--- config.mk ---
export PLATFORM = sky130hd
export DESIGN_NAME = clk_div_ctrl
export DESIGN_NICKNAME = d
export VERILOG_FILES = /design/src/rtl/clk_div_ctrl.sv
export SDC_FILE = /design/constraint.sdc
export NUM_CORES = 1
export LEC_CHECK = 0
export CAP_MARGIN = 20
export CORE_MARGIN = 10
export CORE_UTILIZATION = 50
export DETAILED_ROUTE_END_ITERATION = 10
export DONT_BUFFER_PORTS = 1
export PLACE_DENSITY = 0.67
export SYNTH_ARGS = -nofsm -noshare
export SYNTH_HDL_FRONTEND = slang
export SYNTH_SLANG_ARGS = --single-unit
--- constraint.sdc ---
create_clock -name in_clk -period 3.7 [get_ports in_clk]
set_input_delay 0.74 -clock in_clk [delete_from_list [all_inputs] [get_ports in_clk]]
set_output_delay 0.74 -clock in_clk [all_outputs]
set_load 0.02 [all_outputs]
--- src/rtl/clk_div_ctrl.sv ---
// Run/stop and rate controller for the system clock divider.
// New divisors take effect only on a period boundary, so out_clk has no runt pulses.
module clk_div_ctrl #(
  parameter int unsigned CNT_W   = 33,
  parameter int unsigned DEF_DIV = 10000,
  parameter int unsigned MIN_DIV = 2
) (
  input  logic             in_clk,
  input  logic             rst_n,
  input  logic             en,
  input  logic [CNT_W-1:0] div_in,
  input  logic             div_valid,
  output logic             div_ready,
  output logic             out_clk,
  output logic             tick,
  output logic [CNT_W-1:0] cur_div,
  output logic             running,
  output logic             err
);

  typedef enum logic [1:0] {
    S_STOP,
    S_RUN,
    S_SWITCH
  } state_t;

  state_t           r_state;
  state_t           w_next;
  logic [CNT_W-1:0] r_count;
  logic [CNT_W-1:0] r_cur_div;
  logic [CNT_W-1:0] r_pend;
  logic             r_out;
  logic             r_tick;
  logic             r_err;

  logic             w_tc;
  logic             w_xfer;
  logic             w_bad;
  logic             w_good;
  logic [CNT_W-1:0] w_half;

  assign div_ready = (r_state != S_SWITCH);
  assign running   = (r_state != S_STOP);
  assign out_clk   = r_out;
  assign tick      = r_tick;
  assign err       = r_err;
  assign cur_div   = r_cur_div;

  assign w_tc   = (r_count == r_cur_div - CNT_W'(1));
  assign w_half = r_cur_div >> 1;
  assign w_xfer = div_valid & div_ready;
  assign w_bad  = w_xfer & (div_in < CNT_W'(MIN_DIV));
  assign w_good = w_xfer & ~w_bad;

  always_ff @(posedge in_clk or negedge rst_n) begin
    if (!rst_n) begin
      r_state <= S_STOP;
    end else begin
      r_state <= w_next;
    end
  end

  always_comb begin
    w_next = r_state;
    unique case (r_state)
      S_STOP: begin
        if (en) w_next = S_RUN;
      end
      S_RUN: begin
        if (w_tc)        w_next = en ? S_RUN : S_STOP;
        else if (w_good) w_next = S_SWITCH;
      end
      S_SWITCH: begin
        if (w_tc) w_next = en ? S_RUN : S_STOP;
      end
      default: w_next = S_STOP;
    endcase
  end

  always_ff @(posedge in_clk or negedge rst_n) begin
    if (!rst_n) begin
      r_count   <= '0;
      r_cur_div <= CNT_W'(DEF_DIV);
      r_pend    <= '0;
      r_out     <= 1'b0;
      r_tick    <= 1'b0;
      r_err     <= 1'b0;
    end else begin
      r_err <= w_bad;
      if (r_state == S_STOP) begin
        r_count <= '0;
        r_out   <= 1'b0;
        r_tick  <= 1'b0;
        if (w_good) r_cur_div <= div_in;
      end else begin
        r_count <= w_tc ? '0 : r_count + CNT_W'(1);
        r_out   <= (r_count < w_half);
        r_tick  <= w_tc;
        // a divisor arriving mid-period is parked until the boundary
        if (w_tc) begin
          if (r_state == S_SWITCH) r_cur_div <= r_pend;
          else if (w_good)         r_cur_div <= div_in;
        end else if (w_good) begin
          r_pend <= div_in;
        end
      end
    end
  end

endmodule

==> impl_metrics.json, run 1 <==
{
  "switching_power_mw": 2.775,
  "switching_share_pct": 45.56,
  "wl_um": 19730,
  "yosysWarningCount": 0,
  "antenna_found_initial": 0,
  "synth_top_area_share_pct": 35.03,
  "cts_tree": "built",
  "p_comb_share_pct": 50.5,
  "place.gp.congestion": 0.9450,
  "preCtsSetupSlack_ps": 300.7,
  "grt_first_pass_wirelength_um": 32330,
  "fin_crit_sh_pct": 95.51,
  "setup_viol": 0,
  "grt_pass1_vias": 5855,
  "syn_inst": 775,
  "avgRoutedWirePerCell_um": 20.64,
  "dr.first_iter.drc_count": 628,
  "cp.arrival_ps": 3770,
  "cts-root-buf": "clkbuf_16",
  "synth_mux_area_share_pct": 5.961,
  "grt_use_total_pct": 20.18,
  "cts-buffers-inserted": 9,
  "synth_cell_types": 59,
  "final_common_cell": "dfrtp_1",
  "synth_top_family_by_area": "simple AND/OR/NAND/NOR gates",
  "placed_cells": 940,
  "detail-route-antenna-nets": 0,
  "grt-ovfl-total": 0,
  "core-area_mm2": 0.01388,
  "p_int_mw": 3.316,
  "drc": 0,
  "mostFrequentLayoutCells": "dfrtp_1 (99), nor2_1 (58), nor3_1 (49), xnor2_1 (44), inv_1 (36)",
  "pin_count": 75,
  "area_growth_pct": 8.456,
  "placed_area_mm2": 0.007367,
  "cap_violations": 0,
  "startpoint_type": "flip-flop",
  "antenna_cells": 0,
  "cts_htree_levels": 3,
  "power_density_mw_per_mm2": 794.1,
  "fin_crit_ps": 3534,
  "cp-end-kind": "flip-flop",
  "grt_max_degree": 105,
  "max_slew.worst_pin.slew_ps": 1066,
  "critPathMaxFanout": 33,
  "cts.sinks": 104,
  "final_core_util_pct": 55.26,
  "die_h_um": 138.9,
  "fin_tns_setup_ps": 0,
  "rsz0062_at_grt": "no",
  "place_hpwl_um": 14470,
  "hold_violations": 0,
  "drive_gt1_share_pct": 11.86,
  "post-cts-setup-buffers": 0,
  "drv_slew": 0,
  "path_clk_slew_ps": 70,
  "seq_area_mm2": 0.002609,
  "power_frac_seq_pct": 33.1,
  "clock_skew_ps": 10.53,
  "synth-async-reset-ratio_pct": 100.0,
  "synth_edf_count": 0,
  "leakagePower_nw": 3.263,
  "die-area_mm2": 0.01930,
  "setup_slack_ps": 166.2,
  "fin_area_mm2": 0.007671,
  "fp-row-count": 43,
  "power_frac_clock_pct": 16.4,
  "syn-num-nets": 845,
  "die_w_um": 138.9,
  "ctsHoldBuffers": 0,
  "clk_latency_ps": 360,
  "synthSimpleGateAreaFrac_pct": 21.56,
  "synth_adder_area_share_pct": 5.838,
  "synth_ff_type": "dfrtp_1",
  "io_buffers": 0,
  "hold_class": "primary input to async pin",
  "max_slew_margin_pct": 28.84,
  "fin_cells": 956,
  "ctsResizeCount": 0,
  "syn_avg_cell_area_um2": 9.126,
  "firstDrtPassIters": 5,
  "initial_core_util_pct": 50.96,
  "ys_seq_elements": 104,
  "worstPathRequired_ps": 3940,
  "multi_input_area_mm2": 0.004098,
  "fill_cells": 1262,
  "clockBufferDepth": 2,
  "total_power_mw": 6.091,
  "hold_ws_ps": 69.68,
  "num_vias": 6084,
  "synthTopCellsByArea": "dfrtp_1 (35%), ha_1 (5.8%), xnor2_1 (5.4%), mux2_1 (4.8%), xor2_1 (3.7%)",
  "status": "finished clean",
  "synth_top_area_cell": "dfrtp_1",
  "clock.fmax_ghz": 0.2830,
  "final_nets": 841,
  "avgViaCountPerCell": 6.364,
  "syn_area_mm2": 0.007073,
  "crit_type": "flip-flop to flip-flop",
  "synth_compound_area_share_pct": 15.34,
  "vdd_drop_max_v": 0.0006908,
  "synthXorXnorAreaFrac_pct": 9.163,
  "ys_seq_area_share_pct": 36.88
}
-- kinds of logic after synthesis --
kind of cell,count (synthesis)
simple gates,285
compound gates,154
flops,104
buf+inv,87
xor+xnor,74
mux,38
fa+ha+maj,33
-- synth_stat cells (3+ instances only) --
cell      number
nand3_1       33
nor2_1        60
nor2b_1        8
a31o_2        17
or3_1          4
buf_6          4
nand2_1       33
a22oi_1       15
nor4_1        16
a21o_1         5
dfrtp_1       99
a21oi_1       12
a211o_1        3
o21ai_0       16
xor2_1        30
nand2b_1       8
buf_2          6
a31oi_1       18
mux2i_1        5
clkbuf_1      37
o22ai_1       20
or4_1          3
nand4_1       20
and3_1        26
mux2_1        30
a211oi_1      20
dfstp_2        5
inv_1         36
and4_1         5
xnor2_1       44
o211ai_1      17
mux2_2         3
nor3_1        49
ha_1          33
-- final cells by class --
class	instances	share of cell area [%]
inverter	38	1.859
clock inverter	6	0.9786
sequential	104	34.01
timing repair buffer	34	3.817
clock buffer	10	2.985
tap	180	2.936
multi-input combinational	584	53.42
-- sequential cells by signal, summed over array words and instances, names as in the netlist --
| signal | cells |
|---|---|
| cur_div | 33 |
| r_count | 33 |
| r_pend | 33 |
| r_state | 2 |
| err | 1 |
| out_clk | 1 |
| tick | 1 |
-- layer usage --
metal / part of all wire [%] / global-route usage, %
met4: 2.5 / 7.359
met3: 6.9 / 4.589
met1: 44 / 26.48
met5: 0 / 0
met2: 46 / 31.70
-- path summary, 6_finish.rpt --
check                           start         end  slack, ps  cells past startpoint
min reg2reg                 r_pend[7]   r_pend[7]        500                      1
max reg2reg                cur_div[4]   r_pend[8]        170                     10
max                        cur_div[4]   r_pend[8]        170                     10
max in group asynchronous       rst_n  cur_div[4]       3330                      0
min                             rst_n  r_count[3]         70                      0
min in group in_clk         r_pend[7]   r_pend[7]        500                      1
-- worst max-delay path, cell delays in order, from the launching register on --
cell	delay [ps]
dfstp_2	680
xnor2_1	170
a31oi_1	60
or4_1	490
nor4_1	530
nand4_1	190
nor4_2	330
nand4_2	220
nand3_4	140
buf_12	220
mux2_1	350
-- power groups by stage --
stage | clock, mW | combinational, mW | sequential, mW
finish | 0.996 | 3.08 | 2.02
CTS | 1.00 | 3.06 | 2.01
detailed placement | 0 | 3.04 | 2.03
global route | 1.05 | 3.36 | 2.07
floorplan | 0 | 1.99 | 2.14
global placement | 0 | 2.98 | 2.01
(Power assumes the default switching activity.)
==> run 2, diff against run 1 <==
Settings changed: SLEW_MARGIN set to 10.
==> results of run 2 <==
No change in the layout: final DEF, timing and power equal those of run 1.
==> run 3, diff against run 2 <==
Settings changed: CORE_UTILIZATION 50 to 65, PLACE_DENSITY 0.67 to 0.81.
==> run 3 against run 2 <==
First-iteration DRC count is 20% higher. Register-to-register slack worse by 40 ps. Total power is 4.4% lower. Maximum frequency is 1.1% lower. Design area is 1.9% lower. Highest routed layer unchanged. Critical endpoint is now r_pend[1]. Critical path type unchanged. Clock skew is 5.2 ps higher. Core utilization is 15 points higher.
==> impl_metrics.json, run 3 (synthesis results as in run 1) <==
{
  "cp.arrival_ps": 3860,
  "crit_type": "flip-flop to flip-flop",
  "core-area_mm2": 0.01075,
  "vdd_drop_max_v": 0.0008911,
  "avgViaCountPerCell": 6.679,
  "area_growth_pct": 6.404,
  "max_slew_margin_pct": 57.26,
  "clock_skew_ps": 15.72,
  "rsz0062_at_grt": "no",
  "path_clk_slew_ps": 110,
  "num_vias": 6105,
  "use_met1_pct": 30.82,
  "place_hpwl_um": 13810,
  "cap_violations": 0,
  "clk_latency_ps": 400,
  "hold_ws_ps": 25.95,
  "fp-row-count": 38,
  "power_density_mw_per_mm2": 773.9,
  "antenna_cells": 0,
  "die-area_mm2": 0.01545,
  "firstDrtPassIters": 7,
  "use_met3_pct": 6.936,
  "grt_pass1_vias": 5713,
  "total_power_mw": 5.825,
  "worstPathRequired_ps": 3990,
  "detail-route-antenna-nets": 0,
  "fin_crit_ps": 3572,
  "place.gp.congestion": 0.9459,
  "drive_gt1_share_pct": 11.76,
  "critPathMaxStageDelay_ps": 570,
  "pin_count": 75,
  "cts.sinks": 104,
  "hold_violations": 0,
  "grt_max_degree": 105,
  "avgRoutedWirePerCell_um": 20.86,
  "preCtsSetupSlack_ps": 135.0,
  "wl_um": 19060,
  "fin_crit_sh_pct": 96.53,
  "drv_slew": 0,
  "dr.first_iter.drc_count": 752,
  "grt_use_met2_pct": 36.60,
  "setup_slack_ps": 128.2,
  "hold_class": "primary input to async pin",
  "r2r_start": "cur_div[2]",
  "cts-buffers-inserted": 9,
  "grt-busiest-layer": "met2",
  "drc": 0,
  "die_w_um": 124.3,
  "grt-ovfl-total": 0,
  "grt_use_total_pct": 23.61,
  "fin_tns_setup_ps": 0,
  "cp_top_family": "simple AND/OR/NAND/NOR gates",
  "cts_htree_levels": 3,
  "final_core_util_pct": 70.04,
  "critPathSlowestCell": "or4_4",
  "startpoint": "cur_div[2]",
  "cts-root-buf": "clkbuf_8",
  "final_common_cell": "dfrtp_1",
  "antenna_found_initial": 0,
  "critPathMaxFanout": 33,
  "io_buffers": 0,
  "cp-end-kind": "flip-flop",
  "post-cts-setup-buffers": 0,
  "status": "finished clean",
  "initial_core_util_pct": 65.82,
  "clock.fmax_ghz": 0.2800,
  "leakagePower_nw": 3.229,
  "grt_first_pass_wirelength_um": 30560,
  "max_slew.worst_pin.slew_ps": 624.9,
  "setup_viol": 0,
  "path_cells": "or4_4 -> or3_4 -> o41ai_4 -> nand4_1 -> nor4_2 -> nand4_2 -> nand3_4 -> mux2_2",
  "final_nets": 839,
  "startpoint_type": "flip-flop",
  "clockBufferDepth": 2,
  "die_h_um": 124.3,
  "cts_tree": "built",
  "cp_num_buf_inv": 0,
  "mostFrequentLayoutCells": "dfrtp_1 (99), nor2_1 (58), nor3_1 (49), xnor2_1 (44), inv_1 (36)"
}
==> run 3: final timing paths <==
kind                       cells after the start    endpoint  slack [ps]
hold / removal                                 0  r_count[8]          30
setup reg to reg                               8   r_pend[1]         130
hold reg to reg                                1  r_pend[21]         500
setup / recovery                               8   r_pend[1]         130
max in group asynchronous                      1  r_count[0]        2900
min in group in_clk                            1  r_pend[24]         460
==> run 3: worst register-to-register path: stages (launching register included) <==
cell,delay [ps]
dfrtp_1,420
or4_4,570
or3_4,380
o41ai_4,410
nand4_1,240
nor4_2,400
nand4_2,200
nand3_4,440
mux2_2,410
==> run 3: through the flow <==
stage,area [µm²],cells
3_5_place_dp,7282,897
2_1_floorplan,7073,775
5_1_grt,7526,914
6_report,7526,914
4_1_cts,7486,913
3_3_place_gp,7282,897
==> run 3: area by class of cell <==
class | count | area [µm²]
inverter | 38 | 142.6
sequential | 104 | 2609
tap | 140 | 175.2
clock buffer | 11 | 141.4
fill | 868 | 3219
multi-input combinational | 584 | 4124
clock inverter | 5 | 62.56
timing repair buffer | 32 | 271.5
==> run 3: what timing repair did <==
action                                  4_1_cts  5_1_grt
gates resized for setup                       0        5
endpoints found under the hold margin         0        3
endpoints found under the setup margin        0       64
hold buffers                                  0        1
==> run 3: where the power goes <==
group / total [mW] / switching, mW / internal (mW)
Combinational: 2.96 / 1.78 / 1.18
Sequential: 2.10 / 0.527 / 1.57
Clock: 0.764 / 0.426 / 0.338
==> run 3: layer usage <==
layer  up-vias  part of all wire (%)
li1       2834                     -
met1      2970                    43
met2       267                    46
met3        34                   8.8
met4         0                   2.3
met5         -                     0
==> RTL change (settings of run 3) <==
Change the parameter `CNT_W` from 33 to 41.
--- a/src/rtl/clk_div_ctrl.sv
+++ b/src/rtl/clk_div_ctrl.sv
@@ -1,7 +1,7 @@
 // Run/stop and rate controller for the system clock divider.
 // New divisors take effect only on a period boundary, so out_clk has no runt pulses.
 module clk_div_ctrl #(
-  parameter int unsigned CNT_W   = 33,
+  parameter int unsigned CNT_W   = 41,
   parameter int unsigned DEF_DIV = 10000,
   parameter int unsigned MIN_DIV = 2
 ) (
Ports: changed (resized cur_div and div_in); port bits go from 75 to 91. The function was not compared with the original's and may differ.
==> RTL change against run 3 <==
Setup slack worse by 320 ps; routed wire length is 70% higher; sequential cell count is 24 higher; the flow now finishes with violations (negative setup slack); first-iteration DRC count is 41% higher; cell area is 42% higher; area after synthesis is 17% higher; power is 61% higher; combinational power is 76% higher.
==> RTL change: results (changes against run 3) <==
• **clock group share of total power** 17.5%, was 13.1%
• **Logic pwr share** 55.5%, was 50.9%
• **detailed-route wire length on metal 1** 10800 um, was 8220 um
• **iteration-0 DRC count of the detailed router** 1061, was 752
• **final-layout fill cell count** 667, was 868
• **vias in the first global route** 7855, was 5713
• **worst-case setup slack after placement** -95.6 ps, was 135 ps
• **multi-input logic portion of the cell area** 48.3%, was 54.8%
• **Total GRT Usage** 30.3%, was 23.6%
• **WL/cell** 27.8 um, was 20.9 um
• **Pwr per Cell Area** 875 nW/um^2, was 774 nW/um^2
• **number of setup violations in the final report** 125, was 0
• **wire length of the first global-routing pass** 42600 um, was 30600 um
• **#MultiIn Comb** 650, was 584
• **cell at the root of the clock tree** sky130_fd_sc_hd__clkbuf_16, was sky130_fd_sc_hd__clkbuf_8
• **layout buffering overhead excluding clock cells** 12.6%, was 3.61%
• **violations in the final reports** negative setup slack
• **RD Place Congestion** 0.928, was 0.946
• **clock buf count** 19, was 11
• **Post-Synth XOR/XNOR Area** 9.39%, was 9.16%
• **layout cells sized above 1** 31.4%, was 11.8%
• **complex-gate fraction of the synthesized area** 14.8%, was 15.3%
• **clock network share of area** 5.18%, was 2.71%
• **proportion of synthesized chip area in sequential cells** 38.7%, was 36.9%
• **status** complete, but fails checks, was complete, no violations
• **count of TritonRoute iterations in the first routing pass** 8, was 7
• **DR WL met2** 15300 um, was 8730 um
• **Net Sw Frac** 44.4%, was 47.0%
• **Lkg Pwr** 4.62 nW, was 3.23 nW
• **global-route track usage on met2** 52.7%, was 36.6%
• **source of the critical timing path** cur_div[0]$_DFFE_PN0P_, was cur_div[2]$_DFFE_PN0P_
• **DR vias/cell** 7.26, was 6.68
• **Placed Cells incl. Taps** 1106, was 897
• **final-layout setup total negative slack** -19030 ps, was 0 ps
• **post-synthesis mux area share** 6.04%, was 5.96%
• **count of H-tree levels built during CTS** 4, was 3
• **Peak VDD IR** 613 uV, was 891 uV
• **clock latency of the later-clocked register in the worst-skew pair** 430 ps, was 400 ps
• **number of clock sinks seen by CTS** 128, was 104
• **number of clock buffers inserted by TritonCTS** 17, was 9
• **Sequential Area** 3220 sq um, was 2610 sq um
• **setup ws final** -196 ps, was 128 ps
[RTL change: final timing paths]
check	to	cells past startpoint	slack, ps
setup / recovery	cur_div[19]$_DFFE_PN0P_	13	-200
hold / removal	cur_div[18]$_DFFE_PN0P_	0	10
setup reg to reg	cur_div[19]$_DFFE_PN0P_	13	-200
hold reg to reg	r_pend[20]$_DFFE_PN0P_	1	510
max in group asynchronous	cur_div[1]$_DFFE_PN0P_	1	3350
min in group in_clk	r_state[0]$_DFFE_PN0P_	1	440
[RTL change: what timing repair did]
| item | in CTS | in global routing |
|---|---|---|
| endpoints found under the hold margin | 0 | 40 |
| setup buffers | 0 | 11 |
| cloned | 1 | 16 |
| setup endpoints to repair | 123 | 124 |
| pin swaps | 6 | 16 |
| resized for setup | 17 | 73 |
| hold buffers | 0 | 1 |
